--- config.mk ---
export PLATFORM = sky130hd
export DESIGN_NAME = sequence_detector_v2
export DESIGN_NICKNAME = d
export VERILOG_FILES = /design/src/rtl/sequence_detector_pkg.sv /design/src/rtl/seq_window_shift.sv /design/src/rtl/sequence_detector_v2.sv
export SDC_FILE = /design/constraint.sdc
export NUM_CORES = 1
export LEC_CHECK = 0
export ABC_AREA = 1
export CAP_MARGIN = 15
export CORE_AREA = 2 2 51 88
export CTS_CLUSTER_DIAMETER = 80
export CTS_CLUSTER_SIZE = 14
export DETAILED_ROUTE_END_ITERATION = 12
export DIE_AREA = 0 0 53 90
export PLACE_DENSITY = 0.71
export SLEW_MARGIN = 30
export SYNTH_ARGS = -nofsm -noshare
export SYNTH_HDL_FRONTEND = slang
export SYNTH_HIERARCHICAL = 1
export SYNTH_SLANG_ARGS = --single-unit
--- constraint.sdc ---
create_clock -name clk -period 2.1 [get_ports clk]
set_input_delay 0.42 -clock clk [delete_from_list [all_inputs] [get_ports clk]]
set_output_delay 0.42 -clock clk [all_outputs]
set_load 0.005 [all_outputs]
--- src/rtl/sequence_detector_pkg.sv ---
// -----------------------------------------------------------------------------
// sequence_detector_pkg
// Shared types and default parameter values for sequence_detector_v2.
//   det_state_e : detector FSM states (IDLE, FILL, ARMED)
//   DEF_*       : default parameter constants for the top level
// -----------------------------------------------------------------------------
package sequence_detector_pkg;

    localparam int DEF_SYM_W   = 2;
    localparam int DEF_SEQ_LEN = 4;
    localparam int DEF_CNT_W   = 6;

    typedef enum logic [1:0] {
        IDLE  = 2'd0,   // no pattern loaded, symbols ignored
        FILL  = 2'd1,   // window partially populated
        ARMED = 2'd2    // window full, every symbol is compared
    } det_state_e;

endpackage

--- src/rtl/seq_window_shift.sv ---
// -----------------------------------------------------------------------------
// seq_window_shift
// SEQ_LEN x SYM_W symbol shift register. The oldest symbol lives in the low
// slice; a shift drops it and inserts the new symbol in the high slice.
//   clk, rst     : clock, asynchronous active-high reset
//   shift_en_i   : shift sym_i into the window
//   flush_i      : synchronous clear of the whole window (wins over shift)
//   sym_i        : incoming symbol
//   window_o     : flat window bus, [SYM_W-1:0] = oldest symbol
// -----------------------------------------------------------------------------
module seq_window_shift #(
    parameter int SYM_W   = 2,
    parameter int SEQ_LEN = 4
) (
    input  logic                     clk,
    input  logic                     rst,
    input  logic                     shift_en_i,
    input  logic                     flush_i,
    input  logic [SYM_W-1:0]         sym_i,
    output logic [SEQ_LEN*SYM_W-1:0] window_o
);

    localparam int WIN_W = SEQ_LEN * SYM_W;

    logic [WIN_W-1:0] window_q;
    logic [WIN_W-1:0] window_d;

    always_comb begin
        window_d = window_q;
        if (flush_i) begin
            window_d = '0;
        end else if (shift_en_i) begin
            window_d = {sym_i, window_q[WIN_W-1:SYM_W]};
        end
    end

    always_ff @(posedge clk or posedge rst) begin
        if (rst) begin
            window_q <= '0;
        end else begin
            window_q <= window_d;
        end
    end

    assign window_o = window_q;

endmodule

--- src/rtl/sequence_detector_v2.sv ---
// -----------------------------------------------------------------------------
// sequence_detector_v2
// Compares a sliding window of the last SEQ_LEN symbols against a run-time
// loadable pattern; pulses result for one cycle per match and keeps a
// saturating match count.
//   clk, rst       : clock, asynchronous active-high reset
//   SymValid       : InputDetector carries a symbol this cycle
//   InputDetector  : symbol
//   PatternLoad    : capture PatternIn (flushes window, restarts filling)
//   PatternIn      : pattern, [SYM_W-1:0] = oldest symbol
//   Overlap        : 1 = keep window after a match, 0 = flush it
//   Clear          : synchronous clear of Count
//   result         : registered one-cycle match pulse
//   Count          : saturating match count
//   Fill           : number of valid symbols in the window
// -----------------------------------------------------------------------------
module sequence_detector_v2
    import sequence_detector_pkg::*;
#(
    parameter int SYM_W   = DEF_SYM_W,
    parameter int SEQ_LEN = DEF_SEQ_LEN,
    parameter int CNT_W   = DEF_CNT_W
) (
    input  logic                         clk,
    input  logic                         rst,
    input  logic                         SymValid,
    input  logic [SYM_W-1:0]             InputDetector,
    input  logic                         PatternLoad,
    input  logic [SYM_W*SEQ_LEN-1:0]     PatternIn,
    input  logic                         Overlap,
    input  logic                         Clear,
    output logic                         result,
    output logic [CNT_W-1:0]             Count,
    output logic [$clog2(SEQ_LEN+1)-1:0] Fill
);

    localparam int WIN_W  = SEQ_LEN * SYM_W;
    localparam int FILL_W = $clog2(SEQ_LEN + 1);
    localparam logic [FILL_W-1:0] FILL_LAST = FILL_W'(SEQ_LEN - 1);
    localparam logic [FILL_W-1:0] FILL_FULL = FILL_W'(SEQ_LEN);
    localparam logic [CNT_W-1:0]  CNT_MAX   = {CNT_W{1'b1}};

    det_state_e        state_q, state_d;
    logic [FILL_W-1:0] fill_q,  fill_d;
    logic [WIN_W-1:0]  pat_q,   pat_d;
    logic [CNT_W-1:0]  count_q, count_d;
    logic              result_q, result_d;

    logic              shift_en;
    logic              flush;
    logic [WIN_W-1:0]  window;
    logic [WIN_W-1:0]  window_next;

    seq_window_shift #(
        .SYM_W   (SYM_W),
        .SEQ_LEN (SEQ_LEN)
    ) u_window (
        .clk        (clk),
        .rst        (rst),
        .shift_en_i (shift_en),
        .flush_i    (flush),
        .sym_i      (InputDetector),
        .window_o   (window)
    );

    // Window as it will look once the current symbol is shifted in; the match
    // is judged on this so the result pulse lands the cycle after the symbol.
    assign window_next = {InputDetector, window[WIN_W-1:SYM_W]};

    always_comb begin
        state_d  = state_q;
        fill_d   = fill_q;
        pat_d    = pat_q;
        count_d  = count_q;
        result_d = 1'b0;
        shift_en = 1'b0;
        flush    = 1'b0;

        // Clear ranks above a concurrent match, so the increment below is
        // suppressed while it is asserted.
        if (Clear) begin
            count_d = '0;
        end

        if (PatternLoad) begin
            // A concurrent symbol is dropped; no match is evaluated.
            pat_d   = PatternIn;
            flush   = 1'b1;
            fill_d  = '0;
            state_d = FILL;
        end else if (SymValid && state_q != IDLE) begin
            shift_en = 1'b1;
            if (state_q == FILL) begin
                fill_d = fill_q + FILL_W'(1);
            end
            // The symbol that completes the window is compared too.
            if (state_q == ARMED || fill_q == FILL_LAST) begin
                state_d = ARMED;
                fill_d  = FILL_FULL;
                if (window_next == pat_q) begin
                    result_d = 1'b1;
                    if (!Clear && count_q != CNT_MAX) begin
                        count_d = count_q + CNT_W'(1);
                    end
                    if (!Overlap) begin
                        flush   = 1'b1;
                        fill_d  = '0;
                        state_d = FILL;
                    end
                end
            end
        end
    end

    always_ff @(posedge clk or posedge rst) begin
        if (rst) begin
            state_q  <= IDLE;
            fill_q   <= '0;
            pat_q    <= '0;
            count_q  <= '0;
            result_q <= 1'b0;
        end else begin
            state_q  <= state_d;
            fill_q   <= fill_d;
            pat_q    <= pat_d;
            count_q  <= count_d;
            result_q <= result_d;
        end
    end

    assign result = result_q;
    assign Count  = count_q;
    assign Fill   = fill_q;

endmodule
==> results of run 1 <==
layout by cell type, fill, tap and decap left out, types with 2 or more instances in the layout:
cell,n
nand3_1,13
dfrtp_1,26
inv_2,2
inv_1,39
nand4_1,4
nor2_4,3
o21ai_0,12
nor2_1,14
nand2_1,75
clkbuf_8,3
ha_1,3
buf_4,2
clkdlybuf4s50_1,25
nor2_2,2
power groups by stage:
stage | combinational [W] | sequential, W | clock (W)
6_report | 0.000199 | 0.000554 | 0.000276
5_1_grt | 0.000231 | 0.000560 | 0.000302
4_1_cts | 0.000204 | 0.000555 | 0.000289
3_5_place_dp | 0.000203 | 0.000565 | 0
3_3_place_gp | 0.000201 | 0.000563 | 0
2_1_floorplan | 0.000120 | 0.000560 | 0
per-stage QoR:
step	cells	hold slack [ns]
after floorplan	207	0.211
after CTS	284	0.398
after global placement	281	0.497
final	284	0.396
after detailed placement	281	0.500
after global routing	284	0.421
layer usage:
layer / vias up / GRT usage [%]
li1: 687 / -
met1: 568 / 16.2
met2: 21 / 27.5
met3: 2 / 1.99
met4: 0 / 3.85
met5: - / 0
sequential cells by signal, indices dropped and copies added (netlist names):
signal	flops
result	1
state_q	2
Count	6
Fill	3
u_window/window_o	6
pat_q	8
worst max path at each step:
stage	start	to	slack, ns	cells after the start
floorplan	Fill[0]$_DFFE_PP0P_	u_window/window_o[2]$_DFFE_PP0P_	0.52	9
global placement	InputDetector[0]	u_window/window_o[2]$_DFFE_PP0P_	-0.04	13
detailed placement	InputDetector[0]	u_window/window_o[2]$_DFFE_PP0P_	-0.08	13
CTS	InputDetector[0]	u_window/window_o[2]$_DFFE_PP0P_	0.19	13
global route	InputDetector[0]	u_window/window_o[6]$_DFFE_PP0P_	0.01	13
finish	InputDetector[0]	u_window/window_o[2]$_DFFE_PP0P_	0.19	13
area by class of cell:
class                           instances  area share (%)
Timing Repair Buffer                   27            14.4
Sequential cell                        26            35.3
Tap cell                               49            3.33
Multi-Input combinational cell        137            36.1
Clock buffer                            3            2.24
Inverter                               42            8.63
worst max-delay path, cell delays in order:
cell and delay [ns]:
clkdlybuf4s50_1 0.53, inv_1 0.05, nand2_1 0.05, nand2_1 0.05, nor2_2 0.10, and2_1 0.12, nand2_1 0.07, nor2_1 0.13
nand3_1 0.10, nand2_1 0.20, inv_2 0.10, nand3_1 0.08, nand2_1 0.06
==> impl_metrics.json, run 1 <==
{
  "outcome": "finished, final reports clean",
  "drc": 0,
  "floorplan.die.width_um": 53,
  "vdd.ir_drop.worst_uv": 356,
  "clock_tree_from_tritoncts": "yes",
  "final_design_area_no_fill_sq_mm": 0.00184,
  "timing.reg2reg.worst_path_depth": 12,
  "clock_tree.htree_level_count": 1,
  "synthesis.yosys.warnings": 6,
  "postLayoutCoreUtil_pct": 45.2,
  "power.clock.fraction_pct": 26.8,
  "place_area_sq_mm": 0.00180,
  "maxUsedRoutingLayer": "met4",
  "floorplan.die.height_um": 90,
  "grt_util_overall_pct": 14.6,
  "maxSlewViolCount": 0,
  "core_area_sq_mm": 0.00407,
  "syn_avg_cell_area_sq_um": 7.19,
  "drive_above_1_share_pct": 7.23,
  "power.leakage_nw": 0.977,
  "worst_ep_arrival_time_ns": 2.07,
  "cp-end-kind": "register",
  "switching_power_share_of_the_total_pct": 27.0,
  "multi_input_gate_area_sq_um": 664,
  "crit_type": "input pin to register",
  "pwr_density_cell_mw_per_mm2": 559,
  "clock_latency_ns": 0.26,
  "cts-buffers-inserted": 3,
  "dr_total_vias": 1278,
  "antenna_cells": 0,
  "setup_ws_ns": 0.193,
  "slew_headroom_pct": 74.6,
  "area_enclosed_by_the_die_boundary_sq_mm": 0.00477,
  "worst-endpoint-required_ns": 2.26,
  "cts_hold_buf": 0,
  "power.share.sequential_pct": 53.9,
  "setup_total_negative_slack_ns": 0,
  "clock.fmax_ghz": 0.524,
  "first_pass_iters": 4,
  "clk_path_buf_depth": 2,
  "antenna_found_initial": 0,
  "min_path_type": "input pin to asynchronous set/reset pin",
  "report.final.hold_viol_count": 0,
  "met2_length_mm": 1.72,
  "clkSlewWorstSetupHoldPaths_ns": 0.09,
  "routedWlPerCell_um": 10.9,
  "cells_after_synth": 207,
  "p_switching_w": 0.000278,
  "routedLengthMet1_mm": 1.25,
  "initialDrtViolationCount": 15,
  "synth.cell_area_sq_mm": 0.00149,
  "total_internal_power_w": 0.000751,
  "post_cts_repair_timing_setup_buffer_count": 0,
  "clock_tree.root_cell": "clkbuf_8",
  "critPathLaunchType": "input pin",
  "synthesis.nets": 226,
  "regToRegEndpoint": "u_window/window_o[2]$_DFFE_PP0P_",
  "setup_viol": 0,
  "rsz0062_at_grt": "false",
  "max_capacitance_violation_count": 0,
  "globalRoute.totalOverflow": 0,
  "power_w": 0.00103,
  "postCtsResizedCells": 0,
  "final.setup_skew_ns": 0.00475,
  "finalNetCount": 256,
  "crit_path_max_fanout": 6,
  "layout.filler_cells": 423,
  "boundaryPins": 26,
  "reg2reg_from": "u_window/window_o[5]$_DFFE_PP0P_",
  "r2r_setup_slack_ns": 0.38,
  "buffer_ports.inserted": 25,
  "tightestPinTransition_ns": 0.377,
  "pin_count_of_the_biggest_net_entering_global_routing": 21,
  "period_share_pct": 90.8,
  "final.min_clock_period_ns": 1.91,
  "rows": 31,
  "place.detailed.hpwl_mm": 2.43,
  "antenna_left": 0,
  "place_ws_ns": -0.0825,
  "number_of_global_route_vias_before_repair": 1291,
  "comb_power_share_pct": 19.3,
  "cts.sink_count": 26,
  "wl_met3_um": 105,
  "wire_length_of_the_first_global_routing_pass_mm": 5.37,
  "final-seq-area_sq_um": 651,
  "detail_route.vias_per_cell": 4.50,
  "final_wtd_congestion": 0.811,
  "initial_core_util_pct": 36.6,
  "area_growth_pct": 23.7,
  "wl_mm": 3.10
}
Note: power is estimated with default switching activity, not from simulation.
==> inputs of run 2 (changes only) <==
--- a/config.mk
+++ b/config.mk
@@ -7,12 +7,12 @@
 export LEC_CHECK = 0
 export ABC_AREA = 1
 export CAP_MARGIN = 15
-export CORE_AREA = 2 2 51 88
+export CORE_AREA = 2 2 48 83
 export CTS_CLUSTER_DIAMETER = 80
 export CTS_CLUSTER_SIZE = 14
 export DETAILED_ROUTE_END_ITERATION = 12
-export DIE_AREA = 0 0 53 90
-export PLACE_DENSITY = 0.71
+export DIE_AREA = 0 0 50 85
+export PLACE_DENSITY = 0.77
 export SLEW_MARGIN = 30
 export SYNTH_ARGS = -nofsm -noshare
 export SYNTH_HDL_FRONTEND = slang
==> run 2 against run 1 <==
Compared with the run above: total power increased by 13%; first-iteration DRC count increased by 40%; fmax increased by 1.2%; clock skew decreased by 0.0015 ns; utilization increased by 6.8 points; sequential cell count unchanged; sequential power about the same; hold slack got worse by 0.011 ns; design area increased by 1.4%; clock power increased by 48%; global-route usage increased by 0.40 points; largest cell class unchanged; largest power group unchanged.
==> impl_metrics.json, run 2 (synthesis results as in run 1) <==
{
  "floorplan.die.height_um": 85,
  "regToRegEndpoint": "u_window/window_o[7]$_DFFE_PP0P_",
  "power_w": 0.00116,
  "final.min_clock_period_ns": 1.88,
  "wl_mm": 2.84,
  "initial_core_util_pct": 41.4,
  "clock_tree.htree_level_count": 1,
  "place.detailed.hpwl_mm": 2.27,
  "outcome": "finished, final reports clean",
  "antenna_found_initial": 0,
  "tightestPinTransition_ns": 0.397,
  "postCtsResizedCells": 0,
  "dr_total_vias": 1275,
  "grt_util_overall_pct": 15.0,
  "switching_power_share_of_the_total_pct": 24.2,
  "place_ws_ns": -0.0767,
  "crit_path_max_fanout": 6,
  "period_share_pct": 89.7,
  "final.setup_skew_ns": 0.00329,
  "max_capacitance_violation_count": 0,
  "mostFrequentLayoutCells": "nand2_1, inv_1, dfrtp_1",
  "first_pass_iters": 4,
  "detail_route.vias_per_cell": 4.52,
  "power.clock.fraction_pct": 35.2,
  "total_internal_power_w": 0.000878,
  "worst_ep_arrival_time_ns": 2.05,
  "wire_length_of_the_first_global_routing_pass_mm": 5.08,
  "slew_headroom_pct": 73.3,
  "vdd.ir_drop.worst_uv": 389,
  "buffer_ports.inserted": 25,
  "min_path_type": "input pin to asynchronous set/reset pin",
  "initialDrtViolationCount": 21,
  "finalNetCount": 256,
  "setup_viol": 0,
  "report.final.hold_viol_count": 0,
  "globalRoute.totalOverflow": 0,
  "clock_tree.root_cell": "clkbuf_8",
  "rsz0062_at_grt": "false",
  "clkSlewWorstSetupHoldPaths_ns": 0.09,
  "largest_register": "pat_q",
  "clk_path_buf_depth": 2,
  "clock.fmax_ghz": 0.531,
  "antenna_left": 0,
  "antenna_cells": 0,
  "maxSlewViolCount": 0,
  "critPathLaunchType": "input pin",
  "p_switching_w": 0.000281,
  "area_enclosed_by_the_die_boundary_sq_mm": 0.00425,
  "clock_latency_ns": 0.26,
  "power.share.sequential_pct": 47.8,
  "most_common_cell_after_layout_fill_and_taps_aside": "nand2_1",
  "r2r_setup_slack_ns": 0.39,
  "clock_tree_from_tritoncts": "yes",
  "layout.filler_cells": 360,
  "layout.cells.non_filler": 282,
  "timing.reg2reg.worst_path_depth": 12,
  "crit_type": "input pin to register",
  "setup_total_negative_slack_ns": 0,
  "pin_count_of_the_biggest_net_entering_global_routing": 21,
  "number_of_flip_flops_under_the_largest_register_name": 8,
  "drive_above_1_share_pct": 7.63,
  "rows": 29,
  "cp-end-kind": "register",
  "drc": 0,
  "area_growth_pct": 25.5,
  "core_area_sq_mm": 0.00359,
  "cts.sink_count": 26,
  "routedWlPerCell_um": 10.1,
  "boundaryPins": 26,
  "reg2reg_from": "u_window/window_o[5]$_DFFE_PP0P_",
  "cts_hold_buf": 0,
  "postLayoutCoreUtil_pct": 52.0,
  "final_wtd_congestion": 0.817,
  "post_cts_repair_timing_setup_buffer_count": 0,
  "number_of_global_route_vias_before_repair": 1257,
  "cts-buffers-inserted": 3,
  "power.leakage_nw": 0.991,
  "floorplan.die.width_um": 50,
  "worst-endpoint-required_ns": 2.26,
  "placed_cells_incl_taps": 278,
  "pwr_density_cell_mw_per_mm2": 620,
  "comb_power_share_pct": 17.0,
  "setup_ws_ns": 0.216
}
run 2: cell types whose count changed in the layout (fill, tap and decap cells not counted):
cell       previous run  this run
bufinv_16             0         1
run 2: layer usage:
metal	up-vias	wire length, um	global-route usage [%]
li1	690	-	-
met1	560	1220	17.7
met2	21	1500	27.3
met3	4	79	1.58
met4	0	38	5.56
met5	-	0	0
run 2: layout make-up:
| class | count | area, sq um | area share, % |
|---|---|---|---|
| Inverter | 42 | 159 | 8.51 |
| Multi-Input combinational cell | 137 | 664 | 35.6 |
| Tap cell | 46 | 57.6 | 3.08 |
| Clock buffer | 3 | 41.3 | 2.21 |
| Sequential cell | 26 | 651 | 34.8 |
| Clock inverter | 1 | 30.0 | 1.61 |
| Timing Repair Buffer | 27 | 265 | 14.2 |
run 2: worst max-delay path: stages:
cell and delay [ns]:
clkdlybuf4s50_1 0.52, inv_1 0.05, nand2_1 0.05, nand2_1 0.05, nor2_2 0.11, and2_1 0.12, nand2_1 0.06, nor2_1 0.13
nand3_1 0.10, nand2_1 0.20, inv_2 0.10, nand3_1 0.07, nand2_1 0.06
run 2: how the worst max path moves through the flow:
stage	endpoint	from	depth (start not counted)	slack (ns)
2_1_floorplan	u_window/window_o[2]$_DFFE_PP0P_	Fill[0]$_DFFE_PP0P_	9	0.52
3_3_place_gp	u_window/window_o[3]$_DFFE_PP0P_	InputDetector[0]	13	-0.03
3_5_place_dp	u_window/window_o[7]$_DFFE_PP0P_	InputDetector[0]	13	-0.08
4_1_cts	u_window/window_o[7]$_DFFE_PP0P_	InputDetector[0]	13	0.21
5_1_grt	u_window/window_o[7]$_DFFE_PP0P_	InputDetector[0]	13	0.04
6_report	u_window/window_o[7]$_DFFE_PP0P_	InputDetector[0]	13	0.22
run 2: power by group through the flow:
stage	clock network (W)	registers, W	logic (W)
after global routing	0.000442	0.000558	0.000227
after CTS	0.000422	0.000555	0.000202
after detailed placement	0	0.000564	0.000200
after floorplan	0	0.000560	0.000120
after global placement	0	0.000563	0.000200
final	0.000408	0.000554	0.000197
run 2: metrics by stage:
step                      hold slack, ns  area (sq um)
after floorplan                    0.211          1490
after global placement             0.494          1800
after detailed placement           0.499          1800
after CTS                          0.388          1870
after global routing               0.410          1870
final                              0.385          1870
==> inputs of run 3 (changes only) <==
--- a/config.mk
+++ b/config.mk
@@ -12,7 +12,7 @@
 export CTS_CLUSTER_SIZE = 14
 export DETAILED_ROUTE_END_ITERATION = 12
 export DIE_AREA = 0 0 50 85
-export PLACE_DENSITY = 0.77
+export PLACE_DENSITY = 0.8
 export SLEW_MARGIN = 30
 export SYNTH_ARGS = -nofsm -noshare
 export SYNTH_HDL_FRONTEND = slang
==> constraint.sdc (replaced) <==
create_clock -name clk -period 1.7 [get_ports clk]
set_input_delay 0.34 -clock clk [delete_from_list [all_inputs] [get_ports clk]]
set_output_delay 0.34 -clock clk [all_outputs]
set_load 0.005 [all_outputs]
==> run 3 against run 2 <==
Compared with the run above: utilization up 2.9 points; sequential power up 24%; sequential share of layout area down 1.8 points; register-to-register slack worse by 0.28 ns; clock power up 23%; design area up 5.6%; final cell count up 3.2%; largest cell class unchanged.
==> impl_metrics.json, run 3 (synthesis results as in run 1) <==
{
  "routedWlPerCell_um": 11.4,
  "boundaryPins": 26,
  "clk_path_buf_depth": 2,
  "cp-end-kind": "register",
  "period_share_pct": 93.7,
  "maxSlewViolCount": 0,
  "area_enclosed_by_the_die_boundary_sq_mm": 0.00425,
  "power.leakage_nw": 1.05,
  "core_area_sq_mm": 0.00359,
  "wl_mm": 3.31,
  "drc": 0,
  "slew_headroom_pct": 73.1,
  "antenna_cells": 0,
  "largest_register": "pat_q",
  "area_growth_pct": 32.4,
  "initialDrtViolationCount": 33,
  "report.final.hold_viol_count": 0,
  "clock_latency_ns": 0.27,
  "rows": 29,
  "power.share.sequential_pct": 47.0,
  "final-seq-area_sq_um": 651,
  "power_w": 0.00146,
  "cts-buffers-inserted": 3,
  "first_pass_iters": 5,
  "switching_power_share_of_the_total_pct": 24.8,
  "setup_viol": 0,
  "tightestPinTransition_ns": 0.399,
  "place.detailed.hpwl_mm": 2.51,
  "crit_type": "register to register",
  "buffer_ports.inserted": 25,
  "crit_path_max_fanout": 6,
  "finalNetCount": 265,
  "comb_power_share_pct": 18.5,
  "min_path_type": "input pin to asynchronous set/reset pin",
  "floorplan.die.height_um": 85,
  "final_wtd_congestion": 0.817,
  "clock_tree.htree_level_count": 1,
  "clock_tree_from_tritoncts": "yes",
  "pin_count_of_the_biggest_net_entering_global_routing": 21,
  "grt_util_overall_pct": 16.5,
  "worst-endpoint-required_ns": 1.86,
  "antenna_found_initial": 0,
  "initial_core_util_pct": 41.4,
  "p_switching_w": 0.000361,
  "antenna_left": 0,
  "multi_input_gate_area_sq_um": 697,
  "floorplan.die.width_um": 50,
  "final.min_clock_period_ns": 1.59,
  "most_common_cell_after_layout_fill_and_taps_aside": "nand2_1",
  "outcome": "finished, final reports clean",
  "total_internal_power_w": 0.00110,
  "worst_ep_arrival_time_ns": 1.75,
  "cts.sink_count": 26,
  "pwr_density_cell_mw_per_mm2": 740,
  "mostFrequentLayoutCells": "nand2_1, inv_1, dfrtp_1",
  "power.clock.fraction_pct": 34.5,
  "number_of_flip_flops_under_the_largest_register_name": 8,
  "rsz0062_at_grt": "true",
  "vdd.ir_drop.worst_uv": 482,
  "number_of_global_route_vias_before_repair": 1308,
  "wire_length_of_the_first_global_routing_pass_mm": 5.47,
  "final.setup_skew_ns": 0.00688,
  "detail_route.vias_per_cell": 4.73,
  "clock.fmax_ghz": 0.628,
  "clkSlewWorstSetupHoldPaths_ns": 0.09,
  "dr_total_vias": 1377,
  "layout.filler_cells": 334,
  "max_capacitance_violation_count": 0,
  "clock_tree.root_cell": "clkbuf_8",
  "critPathLaunchType": "register",
  "setup_total_negative_slack_ns": 0,
  "globalRoute.totalOverflow": 0,
  "drive_above_1_share_pct": 14.3,
  "cts_hold_buf": 0
}
[run 3: cell types whose count changed in the layout (fill, tap and decap cells not counted), moves of 2 or more]
cell,change
nor2_1,-4
clkdlybuf4s50_1,-2
nor2_2,+3
nand2_1,-2
buf_4,+9
[run 3: stage by stage]
stage	instances	hold WS [ns]	cell area, sq um	util [%]	worst slack (ns)
2_1_floorplan	207	0.131	1490	-	0.121
3_3_place_gp	281	0.495	1820	50.6	-0.346
3_5_place_dp	281	0.497	1820	50.6	-0.431
4_1_cts	285	0.304	1900	53.0	0.000389
5_1_grt	291	0.335	1970	54.9	-0.0213
6_report	291	0.303	1970	54.9	0.108
[run 3: cell type report]
cell class	count	share of cell area, %
sequential	26	33.0
tap	46	2.92
clock buffer	3	2.09
multi-input combinational	137	35.3
timing repair buffer	36	16.9
inverter	42	8.19
clock inverter	1	1.52
[run 3: final timing paths]
check | slack, ns | endpoint | cells past startpoint | from
min in group clk | 0.42 | u_window/window_o[7]$_DFFE_PP0P_ | 3 | InputDetector[1]
hold / removal | 0.30 | u_window/window_o[4]$_DFFE_PP0P_ | 2 | rst
setup reg to reg | 0.11 | u_window/window_o[7]$_DFFE_PP0P_ | 12 | u_window/window_o[4]$_DFFE_PP0P_
max in group asynchronous | 1.05 | pat_q[6]$_DFFE_PP0P_ | 3 | rst
setup / recovery | 0.11 | u_window/window_o[7]$_DFFE_PP0P_ | 12 | u_window/window_o[4]$_DFFE_PP0P_
hold reg to reg | 0.53 | Fill[0]$_DFFE_PP0P_ | 1 | Fill[0]$_DFFE_PP0P_
[run 3: timing repair]
item,4_1_cts,5_1_grt
endpoints found under the setup margin,6,12
buffers inserted,0,6
pin swaps,2,8
resized for setup,5,8
[run 3: per-layer routing]
| metal | GRT usage, % | wire length (um) | vias up |
|---|---|---|---|
| li1 | - | - | 713 |
| met1 | 17.4 | 1270 | 629 |
| met2 | 32.2 | 1880 | 31 |
| met3 | 1.76 | 117 | 4 |
| met4 | 5.56 | 45 | 0 |
| met5 | 0 | 0 | - |
[run 3: critical path, cell delays in order, from the launching register on]
cell     delay [ns]
dfrtp_1        0.41
inv_1          0.05
nand2_1        0.05
nand2_1        0.06
nor2_2         0.15
and2_1         0.16
nand2_2        0.07
nor2_4         0.12
nand3_2        0.10
nand2_4        0.12
inv_4          0.06
nand3_1        0.08
nand2_1        0.07
[run 3: power groups by stage]
stage / Combinational (W) / Clock [W] / Sequential, W
final: 0.000270 / 0.000503 / 0.000685
after global routing: 0.000303 / 0.000545 / 0.000689
after CTS: 0.000260 / 0.000518 / 0.000685
after detailed placement: 0.000255 / 0 / 0.000698
after global placement: 0.000252 / 0 / 0.000695
after floorplan: 0.000148 / 0 / 0.000692
